===== src/rtl/mc14500b_program_loader_pkg.sv =====
// Shared widths and the loader state type for the MC14500B program loader.
package mc14500b_program_loader_pkg;

    localparam int OPCODE_W = 4;
    localparam int ADDR_W   = 8;
    localparam int CMD_W    = OPCODE_W + ADDR_W;

    typedef enum logic [3:0] {
        IDLE,
        PRE_RST,
        GET_HI,
        GET_LO,
        WRITE,
        GAP,
        GET_CSUM,
        POST_RST,
        DRAIN
    } loader_state_e;

endpackage


===== src/rtl/mc14500b_program_loader.sv =====
// Framed byte-stream loader: packs {hi,lo} pairs into core commands and
// sequences the core reset around a checksummed program image.
//
// state    | meaning
// IDLE     | waiting for header byte N
// PRE_RST  | core_rst pulse before loading
// GET_HI   | waiting for opcode byte
// GET_LO   | waiting for address byte
// WRITE    | program_write strobe
// GAP      | enforced low time between writes
// GET_CSUM | waiting for checksum byte
// POST_RST | core_rst release pulse after a good image
// DRAIN    | discarding the rest of a bad frame
module mc14500b_program_loader
    import mc14500b_program_loader_pkg::*;
#(
    parameter int RST_CYCLES = 2,
    parameter int WRITE_GAP  = 1
) (
    input  logic             clk,
    input  logic             rst,
    input  logic             in_valid,
    input  logic [7:0]       in_data,
    output logic             in_ready,
    output logic             program_write,
    output logic [CMD_W-1:0] program_cmd,
    output logic             core_rst,
    output logic             busy,
    output logic             done,
    output logic             err
);

    localparam logic [3:0] RST_LOAD = 4'(RST_CYCLES - 1);
    localparam logic [3:0] GAP_LOAD = 4'(WRITE_GAP - 1);

    loader_state_e         state_q, state_d;
    logic [7:0]            n_q, n_d;
    logic [7:0]            csum_q, csum_d;
    logic [OPCODE_W-1:0]   opcode_q, opcode_d;
    logic [CMD_W-1:0]      cmd_q, cmd_d;
    logic [3:0]            timer_q, timer_d;
    logic [8:0]            drain_q, drain_d;
    logic                  core_rst_q, core_rst_d;
    logic                  err_q, err_d;
    logic                  done_q, done_d;
    logic                  accept;

    // in_ready is gated by rst so nothing is offered as accepted while held in reset
    assign in_ready = rst && (state_q inside {IDLE, GET_HI, GET_LO, GET_CSUM, DRAIN});
    assign accept   = in_valid && in_ready;

    always_ff @(posedge clk or negedge rst) begin
        if (!rst) begin
            state_q    <= IDLE;
            n_q        <= '0;
            csum_q     <= '0;
            opcode_q   <= '0;
            cmd_q      <= '0;
            timer_q    <= '0;
            drain_q    <= '0;
            core_rst_q <= 1'b0;
            err_q      <= 1'b0;
            done_q     <= 1'b0;
        end else begin
            state_q    <= state_d;
            n_q        <= n_d;
            csum_q     <= csum_d;
            opcode_q   <= opcode_d;
            cmd_q      <= cmd_d;
            timer_q    <= timer_d;
            drain_q    <= drain_d;
            core_rst_q <= core_rst_d;
            err_q      <= err_d;
            done_q     <= done_d;
        end
    end

    always_comb begin
        state_d    = state_q;
        n_d        = n_q;
        csum_d     = csum_q;
        opcode_d   = opcode_q;
        cmd_d      = cmd_q;
        timer_d    = timer_q;
        drain_d    = drain_q;
        core_rst_d = core_rst_q;
        err_d      = err_q;
        done_d     = 1'b0;

        case (state_q)
            IDLE: begin
                if (accept) begin
                    n_d        = in_data;
                    csum_d     = in_data;
                    err_d      = 1'b0;
                    core_rst_d = 1'b1;
                    timer_d    = RST_LOAD;
                    state_d    = PRE_RST;
                end
            end
            PRE_RST: begin
                if (timer_q == 4'd0) begin
                    core_rst_d = 1'b0;
                    state_d    = (n_q == 8'd0) ? GET_CSUM : GET_HI;
                end else begin
                    timer_d = timer_q - 4'd1;
                end
            end
            GET_HI: begin
                if (accept) begin
                    csum_d = csum_q ^ in_data;
                    if (in_data[7:4] != 4'd0) begin
                        err_d   = 1'b1;
                        // lo byte of this pair, the remaining pairs, and the checksum
                        drain_d = {n_q, 1'b0};
                        state_d = DRAIN;
                    end else begin
                        opcode_d = in_data[OPCODE_W-1:0];
                        state_d  = GET_LO;
                    end
                end
            end
            GET_LO: begin
                if (accept) begin
                    csum_d  = csum_q ^ in_data;
                    cmd_d   = {opcode_q, in_data};
                    state_d = WRITE;
                end
            end
            WRITE: begin
                n_d     = n_q - 8'd1;
                timer_d = GAP_LOAD;
                state_d = GAP;
            end
            GAP: begin
                if (timer_q == 4'd0) begin
                    state_d = (n_q != 8'd0) ? GET_HI : GET_CSUM;
                end else begin
                    timer_d = timer_q - 4'd1;
                end
            end
            GET_CSUM: begin
                if (accept) begin
                    core_rst_d = 1'b1;
                    if (in_data == csum_q) begin
                        timer_d = RST_LOAD;
                        state_d = POST_RST;
                    end else begin
                        err_d   = 1'b1;
                        state_d = IDLE;
                    end
                end
            end
            POST_RST: begin
                if (timer_q == 4'd0) begin
                    core_rst_d = 1'b0;
                    done_d     = 1'b1;
                    state_d    = IDLE;
                end else begin
                    timer_d = timer_q - 4'd1;
                end
            end
            DRAIN: begin
                if (accept) begin
                    if (drain_q == 9'd1) begin
                        core_rst_d = 1'b1;
                        err_d      = 1'b1;
                        state_d    = IDLE;
                    end else begin
                        drain_d = drain_q - 9'd1;
                    end
                end
            end
            default: state_d = IDLE;
        endcase
    end

    assign program_write = (state_q == WRITE);
    assign program_cmd   = cmd_q;
    assign core_rst      = core_rst_q;
    assign busy          = (state_q != IDLE);
    assign done          = done_q;
    assign err           = err_q;

endmodule

===== config.mk =====
export PLATFORM = sky130hd
export DESIGN_NAME = mc14500b_program_loader
export DESIGN_NICKNAME = d
export VERILOG_FILES = /design/src/rtl/mc14500b_program_loader_pkg.sv /design/src/rtl/mc14500b_program_loader.sv
export SDC_FILE = /design/constraint.sdc
export NUM_CORES = 1
export LEC_CHECK = 0
export BUFFER_PORTS_ARGS = -buffer_cell sky130_fd_sc_hd__buf_4
export CAP_MARGIN = 5
export CORE_AREA = 2 2 75 77
export CTS_CLUSTER_DIAMETER = 30
export DETAILED_ROUTE_END_ITERATION = 7
export DIE_AREA = 0 0 77 79
export PLACE_DENSITY = 0.86
export SYNTH_ARGS = -nofsm -noshare
export SYNTH_HDL_FRONTEND = slang
export SYNTH_SLANG_ARGS = --single-unit

===== constraint.sdc =====
create_clock -name clk -period 2.4 [get_ports clk]
set_input_delay 0.24 -clock clk [delete_from_list [all_inputs] [get_ports clk]]
set_output_delay 0.24 -clock clk [all_outputs]
set_load 0.02 [all_outputs]

# Yosys cells after proc, flatten, opt, wreduce, memory -nomap -nowiden
# Cells that the tools add are included.
dict set report op_classes {
  bitwise 2
  n_reduce_logical 28
  n_eq_ne 27
  n_addsub 3
  muxes 40
}
# cell n
set op_table {}
lappend op_table {{4-bit two-way mux} 13}
lappend op_table {{9-bit two-way mux} 4}
lappend op_table {{4-bit one-hot mux with 9 select lines} 1}
lappend op_table {{8-bit one-hot mux with 2 select lines} 2}
lappend op_table {{2-bit != test, second input constant} 11}
lappend op_table {{9-bit one-hot mux with 2 select lines} 1}
lappend op_table {{4-bit by 3-bit equality test with 1-bit output, second input constant} 4}
lappend op_table {{8-bit two-way mux} 2}
lappend op_table {{4-bit one-hot mux with 4 select lines} 1}
lappend op_table {{4-bit nonzero test} 4}
lappend op_table {{5-bit AND reduction} 3}
lappend op_table {{2-bit by 1-bit != test with 1-bit output, second input constant} 6}
lappend op_table {{1-bit two-way mux} 11}
lappend op_table {{9-bit by 1-bit equality test with 1-bit output, second input constant} 1}
lappend op_table {{3-bit two-way mux} 3}
lappend op_table {{9-bit AND reduction} 1}
lappend op_table {{9-bit by 1-bit subtractor with 9-bit output, second input constant} 1}
lappend op_table {{4-bit by 2-bit equality test with 1-bit output, second input constant} 2}
lappend op_table {{8-bit equality test} 1}
lappend op_table {{4-bit logical NOT} 2}
lappend op_table {{8-bit logical NOT} 1}
lappend op_table {{8-bit AND reduction} 1}
lappend op_table {{8-bit nonzero test} 1}
lappend op_table {{8-bit by 1-bit subtractor with 8-bit output, second input constant} 1}
lappend op_table {{other kinds (15)} 22}
dict set report word_totals {
  word_cells 110
  ff_bits 52
}

# Depth between registers and ports, before layout
# Gate-level depths: netlist of the first run.
dict set report logic_depth {
  word_depth 6
  depth_mapped 7
  depth_no_buf 7
}

# Worst setup path before layout of the first run
# Ideal clock, no wire load.
dict set report synth_timing {
  path_type {flip-flop to flip-flop}
  startpoint {reg timer_q[0]}
  endpoint {reg core_rst_q (netlist: core_rst)}
  path_slack_ns 0.402
  stages_incl_launch_ff 8
  t_arrival_ns 1.874
  setup_time_ns 0.125
  t_required_ns 2.275
  cell_sequence {dfrtp_1 inv_1 ha_1 or3b_2 nor2_1 nand3_1 a31oi_1 mux2_2}
}
dict set report synth_via {
  elab_chain_len 3
}
# element line
set synth_lines {}
lappend synth_lines {{from (decl)} mc14500b_program_loader.sv:41} ;# logic [3:0] timer_q, timer_d;
lappend synth_lines {{from (signal assigned)} mc14500b_program_loader.sv:70} ;# timer_q <= timer_d;
lappend synth_lines {{4-bit logical NOT} {mc14500b_program_loader.sv:102, mc14500b_program_loader.sv:155}}
lappend synth_lines {{2-bit by 1-bit != test with 1-bit output (no line)} -}
lappend synth_lines {{5-bit AND reduction (no line)} -}
lappend synth_lines {{to (signal assigned)} mc14500b_program_loader.sv:72} ;# core_rst_q <= core_rst_d;
lappend synth_lines {{to (decl)} mc14500b_program_loader.sv:43} ;# logic core_rst_q, core_rst_d;
# Every way passes these cells.
# A chain may end at the register's enable or synchronous reset.

# Final worst setup path of the first run
dict set report layout_timing {
  startpoint {in rst}
  endpoint {reg cmd_q[7] (netlist: program_cmd[7])}
}
dict set report layout_via {
  elab_chain_len 3
}
# element line
set layout_lines {}
lappend layout_lines {{from (decl)} mc14500b_program_loader.sv:21} ;# input logic rst,
lappend layout_lines {{1-bit logical AND} mc14500b_program_loader.sv:49} ;# assign in_ready = rst && (state_q inside {IDLE, GET_HI, GET_LO, GET_CSUM, DRAIN});
lappend layout_lines {{1-bit logical AND} mc14500b_program_loader.sv:50} ;# assign accept = in_valid && in_ready;
lappend layout_lines {{2-bit AND reduction (no line)} -}
lappend layout_lines {{to (signal assigned)} mc14500b_program_loader.sv:69} ;# cmd_q <= cmd_d;
lappend layout_lines {{to (decl)} mc14500b_program_loader.sv:40} ;# logic [CMD_W-1:0] cmd_q, cmd_d;
# Every way passes these cells.

==> impl_results.md, run 1 <==
- Run status: finished clean
- Count leader, synth: dfrtp_1
- Ys flop type: dfrtp_1
- Synthesized flop and latch total: 52
- Vias: 2597
- Synth Area in XOR/XNOR: 0.0234
- Fin crit period: 2.25 ns
- Worst VDD drop: 0.697 mV
- Power share of the clock group: 0.151
- GR Overflow Total: 0
- Clk sinks: 52
- Reg-to-reg slack, setup: between 0.2 and 0.25 ns
- Final period util: 0.936
- Crit-path max cell delay: 0.52 ns
- R2R depth: 7
- Post_cts resized: 0
- Critical R2R Capture: core_rst$_DFFE_PN0P_
- CP endpoint: program_cmd[7]$_DFFE_PN0P_
- # setup viols final: 0
- Switching pwr: 1620 µW
- Initial Utilization: 0.561
- Adder-cell share of the synthesized area: 0.0209
- Nets: 364
- TritonCTS clock tree: yes
- Global-route wire length before repair: 11.7 mm
- LEAKAGE: 0.00148 µW
- Register area share after synthesis: 0.434
- Number of I/O pins: 29
- Top cells by area, synth: dfrtp_1 (43%), mux2_2 (7.1%), a21oi_1 (6.2%), o21ai_0 (3.2%), nand3_1 (3.0%)
- Compound-cell area share of the yosys netlist: 0.217
- Post-synth ARST share: 1.00
- Setup crit end kind: register
- Horiz. Die Dim: 77 µm
- RSZ-0062 raised after global routing: false
- Core area: 0.00534 mm²
- Final Hold Viols: 0
- CTS Buf Count: 5
- Crit-path slowest cell: dlygate4sd3_1
- Routability-driven placement congestion ratio: roughly 0.9
- Worst clock skew: roughly 0.011 ns
- Setup TNS: 0 ns
- Post-synthesis mux area share: 0.0714
- Synth area leader: dfrtp_1
- EDFF count, synth: 0
- DRC Markers: 0
- CP Cell Sequence: dlygate4sd3_1 -> buf_4 -> and2_1 -> and3_1 -> nand3_1 -> mux2_2
- Vias in the first global route: around 2500
- Die Footprint: 0.00608 mm²
- Worst Setup SP: rst
- 1st-iter DRT viols: between 150 and 200
- Mapped Area: 0.00300 mm²
- Slew Limit Fails: 0
- Clock Latency Late Sink: 0.31 ns
- Tot GR Track Use: 0.238
- Flop pwr share: 0.396
- Setup Crit Path Kind: input port to register
- CP arrival: around 2.4 ns
- Number of antenna repair diodes: 0
- Dpl hpwl: roughly 4.8 mm
- CTS Buffer Depth: 2
- Worst Tran Pin Value: 0.675 ns
- Sw frac: 0.411
- Slew HR: 0.547
- CP Launch Type: input port
- Maxcap violations: 0
- Internal: 2330 µW
- Worst R2R Start: timer_q[0]$_DFFE_PN0P_
- Hold/Removal Path Class: input port to register
- WHS: 0.166 ns
- Wirelength, routed: ~6.8 mm
- Layout area overhead: 14.0%
- FP Rows: 27
- Worst Path Required: ~2.6 ns
- DRT Pass-1 Iters: 5
- Reg clk slew, reported paths: approximately 0.09 ns
- Critical path peak fanout: 12
- Yosys cell types: 57
- Vias/cell: 6.17
- Fmax: 445 MHz
- Setup Fix Bufs, Post-CTS: 0
- Largest net degree at the start of global routing: 50
- I/O Buffers: 28
- Die height: around 79 µm
- Synthesized area per cell: 9.42 µm²
- Post-synth top area share: 0.434
- Synth warn: 0
- Antenna-violating nets left: 0
- Layout cells sized above 1: 0.229
- Comb power frac: 0.453
- H-Tree Depth: 2
- Syn Inst Count: 318
- Largest family of logic cells by synthesized area: compound AO/OA/AOI/OAI gates
- WL/cell: about 16 µm
- Power per Cell Area: 1160 mW/mm²
- Synth Net Count: 334
- Simple-gate share of the synthesized area: 0.191
- Antenna violations before repair: 0
- Synth top cells by count: dfrtp_1 (52), a21oi_1 (37), nand2_1 (21), nor2_1 (21)
- CTS Root Cell: clkbuf_8
-- layer usage --
layer,up-vias,share of wire,GRT usage
li1,1233,-,-
met4,0,0.018,0.0929
met3,12,0.059,0.0398
met5,-,0,0
met1,1244,0.44,0.317
met2,108,0.49,0.391
-- how the worst min path moves through the flow --
stage | cells after the start | startpoint | endpoint
floorplan | 0 | rst | core_rst$_DFFE_PN0P_
global placement | 1 | rst | timer_q[0]$_DFFE_PN0P_
detailed placement | 1 | rst | timer_q[0]$_DFFE_PN0P_
CTS | 2 | in_data[1] | csum_q[1]$_DFFE_PN0P_
global route | 2 | in_data[2] | csum_q[2]$_DFFE_PN0P_
finish | 2 | in_data[1] | csum_q[1]$_DFFE_PN0P_
-- layout make-up --
| class | count | area, µm² |
|---|---|---|
| clock buffers | 6 | 72.6 |
| clock inverters | 2 | 35.0 |
| fillers | 473 | 1920 |
| inverters | 10 | 37.5 |
| multi-input cells | 238 | 1570 |
| flip-flops and latches | 52 | 1300 |
| well taps | 72 | 90.1 |
| repair buffers | 41 | 310 |
-- repair_timing --
item | CTS | global route
endpoints found under the setup margin | 0 | 0
hold endpoints to repair | 4 | 0
hold buffers | 1 | 0
-- critical path, delay by kind of cell --
family	cells	cell delay, ns
and+or+nand+nor	3	1.05
buffers and inverters	2	0.68
muxes	1	0.46
-- kinds of logic (layout without fill, tap and decap cells) --
logic type	count (synthesis)	after routing
XOR/XNOR	8	8
flip-flops	52	52
AO/OA/AOI/OAI	98	98
AND/OR/NAND/NOR	108	108
multiplexers	19	19
buffers and inverters	28	59
adder cells (fa/ha/maj)	5	5
-- layout by cell type (no fill, tap or decap), types with 2 or more instances in the layout --
cell type,Yosys,final
nand4b_1,2,2
and2_1,4,4
a2bb2oi_1,3,3
a311oi_1,3,3
nor2_1,21,21
nor4_1,4,4
nor3_1,10,10
a21oi_1,37,37
o211ai_1,2,2
xnor2_1,7,7
nand4_1,3,3
and3_1,6,6
o21ai_0,19,19
nor4b_1,2,2
o2bb2ai_1,3,3
nand2_1,21,21
o311ai_0,2,2
a21oi_2,3,3
ha_1,5,5
dfrtp_1,52,52
buf_4,0,40
a22oi_1,2,2
a31oi_1,2,2
nand2b_1,6,6
clkbuf_8,0,5
nand3_1,18,18
inv_1,9,9
mux2_2,19,19
o221a_2,3,3
a211o_1,2,2
a21o_1,3,3
nand3b_1,2,2
o22ai_1,3,3
-- state kept, by name, indices dropped and copies added (netlist names) --
name and count:
state_q 4, csum_q 8, timer_q 4, drain_q 9
done 1, core_rst 1, err 1, opcode_q 4
n_q 8, program_cmd 12
-- metrics by stage --
stage               setup slack (ns)  instances  total power, µW  instance area (µm²)   util
CTS                            0.159        421             3950                 3410  0.640
finish                         0.153        421             3950                 3410  0.640
floorplan                      0.402        318             2790                 3000      -
global placement               0.312        412             3250                 3300  0.618
detailed placement             0.256        412             3340                 3300  0.618
global route                  0.0297        421             4230                 3410  0.640
-- power groups by stage --
stage | Clock, µW | Combinational, µW | Sequential, µW
2_1_floorplan | 0 | 1240 | 1550
4_1_cts | 609 | 1780 | 1560
6_report | 597 | 1790 | 1560
5_1_grt | 640 | 1980 | 1610
3_5_place_dp | 0 | 1760 | 1570
3_3_place_gp | 0 | 1710 | 1550
Note: power is estimated with default switching activity, not from simulation.
==> inputs of run 2 (changes only) <==
ABC_AREA = 1   (was not set)
CORE_AREA = 2 2 76 78   (was 2 2 75 77)
DIE_AREA = 0 0 78 80   (was 0 0 77 79)
==> run 2 against run 1 <==
Against the previous run:
- the flow now finishes with violations (DRC)
- global-route usage rose by 0.85 points
- clock power fell by 13%
- critical path depth rose by 2
- fmax rose by 6.4%
- power rose by 3.5%
- final cell count rose by 29%
- setup slack improved by 0.14 ns
- non-clock buffer count fell by 7
- sequential power fell by 4%
- cell area rose by 1.4%
- clock skew rose by 0.0012 ns
- critical path type is now register to register
- critical endpoint is now program_cmd[5]$_DFFE_PN0P_
- largest power group unchanged
==> impl_results.md, run 2 <==
- Run status: finished with violations
- Violated checks: DRC
- Post_cts resized: 0
- Die Footprint: around 0.0062 mm²
- Largest family of logic cells by synthesized area: simple AND/OR/NAND/NOR gates
- Yosys cell types: 33
- Setup Fix Bufs, Post-CTS: 0
- CTS Buffer Depth: 2
- Sw frac: 0.471
- Number of I/O pins: 29
- Simple-gate share of the synthesized area: 0.336
- CP most frequent cell: nand2_1
- Nets: between 400 and 500
- Power per Cell Area: 1180 mW/mm²
- Worst VDD drop: 0.536 mV
- Synth warn: 0
- Worst Setup SP: state_q[1]$_DFFE_PN0P_
- Vias/cell: about 5.4
- WHS: 0.182 ns
- Layout cells sized above 1: 0.117
- FP Rows: 27
- Largest net degree at the start of global routing: 41
- 1st-iter DRT viols: 274
- Worst clock skew: between 0.01 and 0.015 ns
- Number of antenna repair diodes: 0
- Setup TNS: 0 ns
- Layout area overhead: 13.0%
- Ys flop type: dfrtp_1
- Register area share after synthesis: 0.425
- CTS Buf Count: 5
- DRT Pass-1 Iters: 8
- Post-synth top area share: 0.425
- Most frequent cells in the layout: nand2_1 (150), inv_1 (52), dfrtp_1 (52)
- H-Tree Depth: 2
- Internal: 2160 µW
- Tot GR Track Use: 0.246
- Die height: 80 µm
- Crit-path slowest cell: dfrtp_1
- Core area: 0.00541 mm²
- Worst hold start: in_data[2]
- Synthesized flop and latch total: 52
- Fin crit period: 2.11 ns
- Fin area: between 0.003 and 0.004 mm²
- EDFF count, synth: 0
- Worst Path Required: 2.59 ns
- Switching pwr: a little under 2000 µW
- Slew Limit Fails: 0
- Maxcap violations: 0
- Clock Latency Late Sink: 0.31 ns
- Adder-cell share of the synthesized area: 0.0204
- Fmax: 474 MHz
- Crit-path max cell delay: 0.48 ns
- Final period util: 0.880
- # setup viols final: 0
- Filler Cell Count: between 400 and 500
- DRC Markers: 1
- Synth area leader: dfrtp_1
- Worst Setup Slack post-DPL: 0.310 ns
- LEAKAGE: between 0.0015 and 0.002 µW
- Synthesized area per cell: 7.00 µm²
- Post-synthesis mux area share: 0
- Critical path peak fanout: 20
- Compound-cell area share of the yosys netlist: 0.123
- Count leader, synth: nand2_1
- Synth Area in XOR/XNOR: 0.0143
- Setup Crit Path Kind: register to register
- Wirelength, routed: 7.21 mm
- Slew HR: 0.589
- I/O Buffers: 28
- TritonCTS clock tree: yes
- Power share of the clock group: 0.127
- Hold/Removal Path Class: input port to register
- Final Hold Viols: 0
- Worst R2R Start: state_q[1]$_DFFE_PN0P_
- Antenna violations before repair: 0
- Syn Inst Count: 438
- CTS Root Cell: clkbuf_8
- DP Area: 0.00336 mm²
- Mapped Area: 0.00306 mm²
- Routability-driven placement congestion ratio: between 0.8 and 0.9
- Reg clk slew, reported paths: 0.10 ns
- Number of flip-flops in the largest register: 12
- Post-synth ARST share: 1.00
- Vias in the first global route: 2725
- CP delay by family, top: simple AND/OR/NAND/NOR gates
- Vias: a little under 3000
- WL/cell: about 13 µm
- GR Overflow Total: 0
- CP Cell Sequence: nor2_2 -> nand2_2 -> nand3_2 -> nand3_4 -> inv_4 -> nand2_1 -> nand2_1 -> o21ai_1
- Clk sinks: 52
- Synth top cells by count: nand2_1 (150), dfrtp_1 (52), inv_1 (52), nand3_1 (38), o21ai_0 (37)
- Worst setup margin: 0.289 ns
- CP Launch Type: register
- Antenna-violating nets left: 0
- Placed cells: 535
- Top cells by area, synth: dfrtp_1 (42%), nand2_1 (18%), inv_1 (6.4%), nand3_1 (6.2%), o21ai_0 (6.0%)
- Horiz. Die Dim: 78 µm
- Worst Tran Pin Value: between 0.6 and 0.7 ns
- CP bufs+invs: 1
- Most common cell after layout, fill and taps aside: nand2_1
- Initial Utilization: 0.567
- Dpl hpwl: 5.41 mm
- Global-route wire length before repair: between 10 and 15 mm
- Flop pwr share: 0.364
- Setup crit end kind: register
- CP arrival: 2.30 ns
- Synth Net Count: 454
- RSZ-0062 raised after global routing: false
- Comb power frac: 0.509
- Non-filler cells, final: 544
run 2: changes by cell type after synthesis, moves of 6 or more:
cell | previous run | this run
inv_1 | 9 | 52
clkbuf_1 | 9 | 2
o21ai_1 | 1 | 18
nand3_1 | 18 | 38
nand2_1 | 21 | 150
a21oi_1 | 37 | 9
mux2_2 | 19 | 0
and3_1 | 6 | 0
nor2_1 | 21 | 31
nand2b_1 | 6 | 0
o21ai_0 | 19 | 37
run 2: repair_timing:
item / 4_1_cts / 5_1_grt
setup endpoints to repair: 0 / 0
hold endpoints to repair: 12 / 0
hold buffers: 1 / 0
run 2: final cells by class:
type	instances	area, µm²	share of cell area
Inverter	55	209	0.0603
Timing Repair Buffer	34	258	0.0744
Sequential cell	52	1300	0.376
Clock inverter	3	22.5	0.00650
Tap cell	72	90.1	0.0260
Clock buffer	5	68.8	0.0199
Multi-Input combinational cell	323	1510	0.437
run 2: stage by stage:
step                       util  total power, µW
final                     0.641             4090
after detailed placement  0.622             3540
after floorplan               -             2940
after global placement    0.622             3450
after global routing      0.641             4450
after CTS                 0.641             4060
run 2: path summary, 6_finish.rpt:
kind	cells after the start	end	slack, ns
min in group asynchronous	2	drain_q[1]$_DFFE_PN0P_	0.33
max	8	program_cmd[5]$_DFFE_PN0P_	0.29
max in group asynchronous	3	csum_q[5]$_DFFE_PN0P_	1.30
min	3	n_q[2]$_DFFE_PN0P_	0.18
min reg2reg	2	program_cmd[9]$_DFFE_PN0P_	0.50
max reg2reg	8	program_cmd[5]$_DFFE_PN0P_	0.29
run 2: kinds of logic after synthesis:
logic type      count (synthesis)
simple gates                  242
xor+xnor                        5
flops                          52
compound gates                 71
buf+inv                        63
fa+ha+maj                       5
run 2: layer usage:
metal / track usage / part of all wire
met5: 0 / 0
met4: 0.0702 / 0.015
met3: 0.0441 / 0.056
met2: 0.418 / 0.48
met1: 0.325 / 0.45
run 2: power groups by stage:
stage | clock (µW) | combinational, µW | sequential (µW)
CTS | 524 | 2060 | 1480
global route | 559 | 2360 | 1530
finish | 518 | 2080 | 1490
floorplan | 0 | 1420 | 1520
detailed placement | 0 | 2050 | 1500
global placement | 0 | 1970 | 1480
run 2: tightest hold or removal path, cell delays in order:
cell and delay, ns:
buf_4 0.10, nand2_1 0.05, nand3_1 0.07
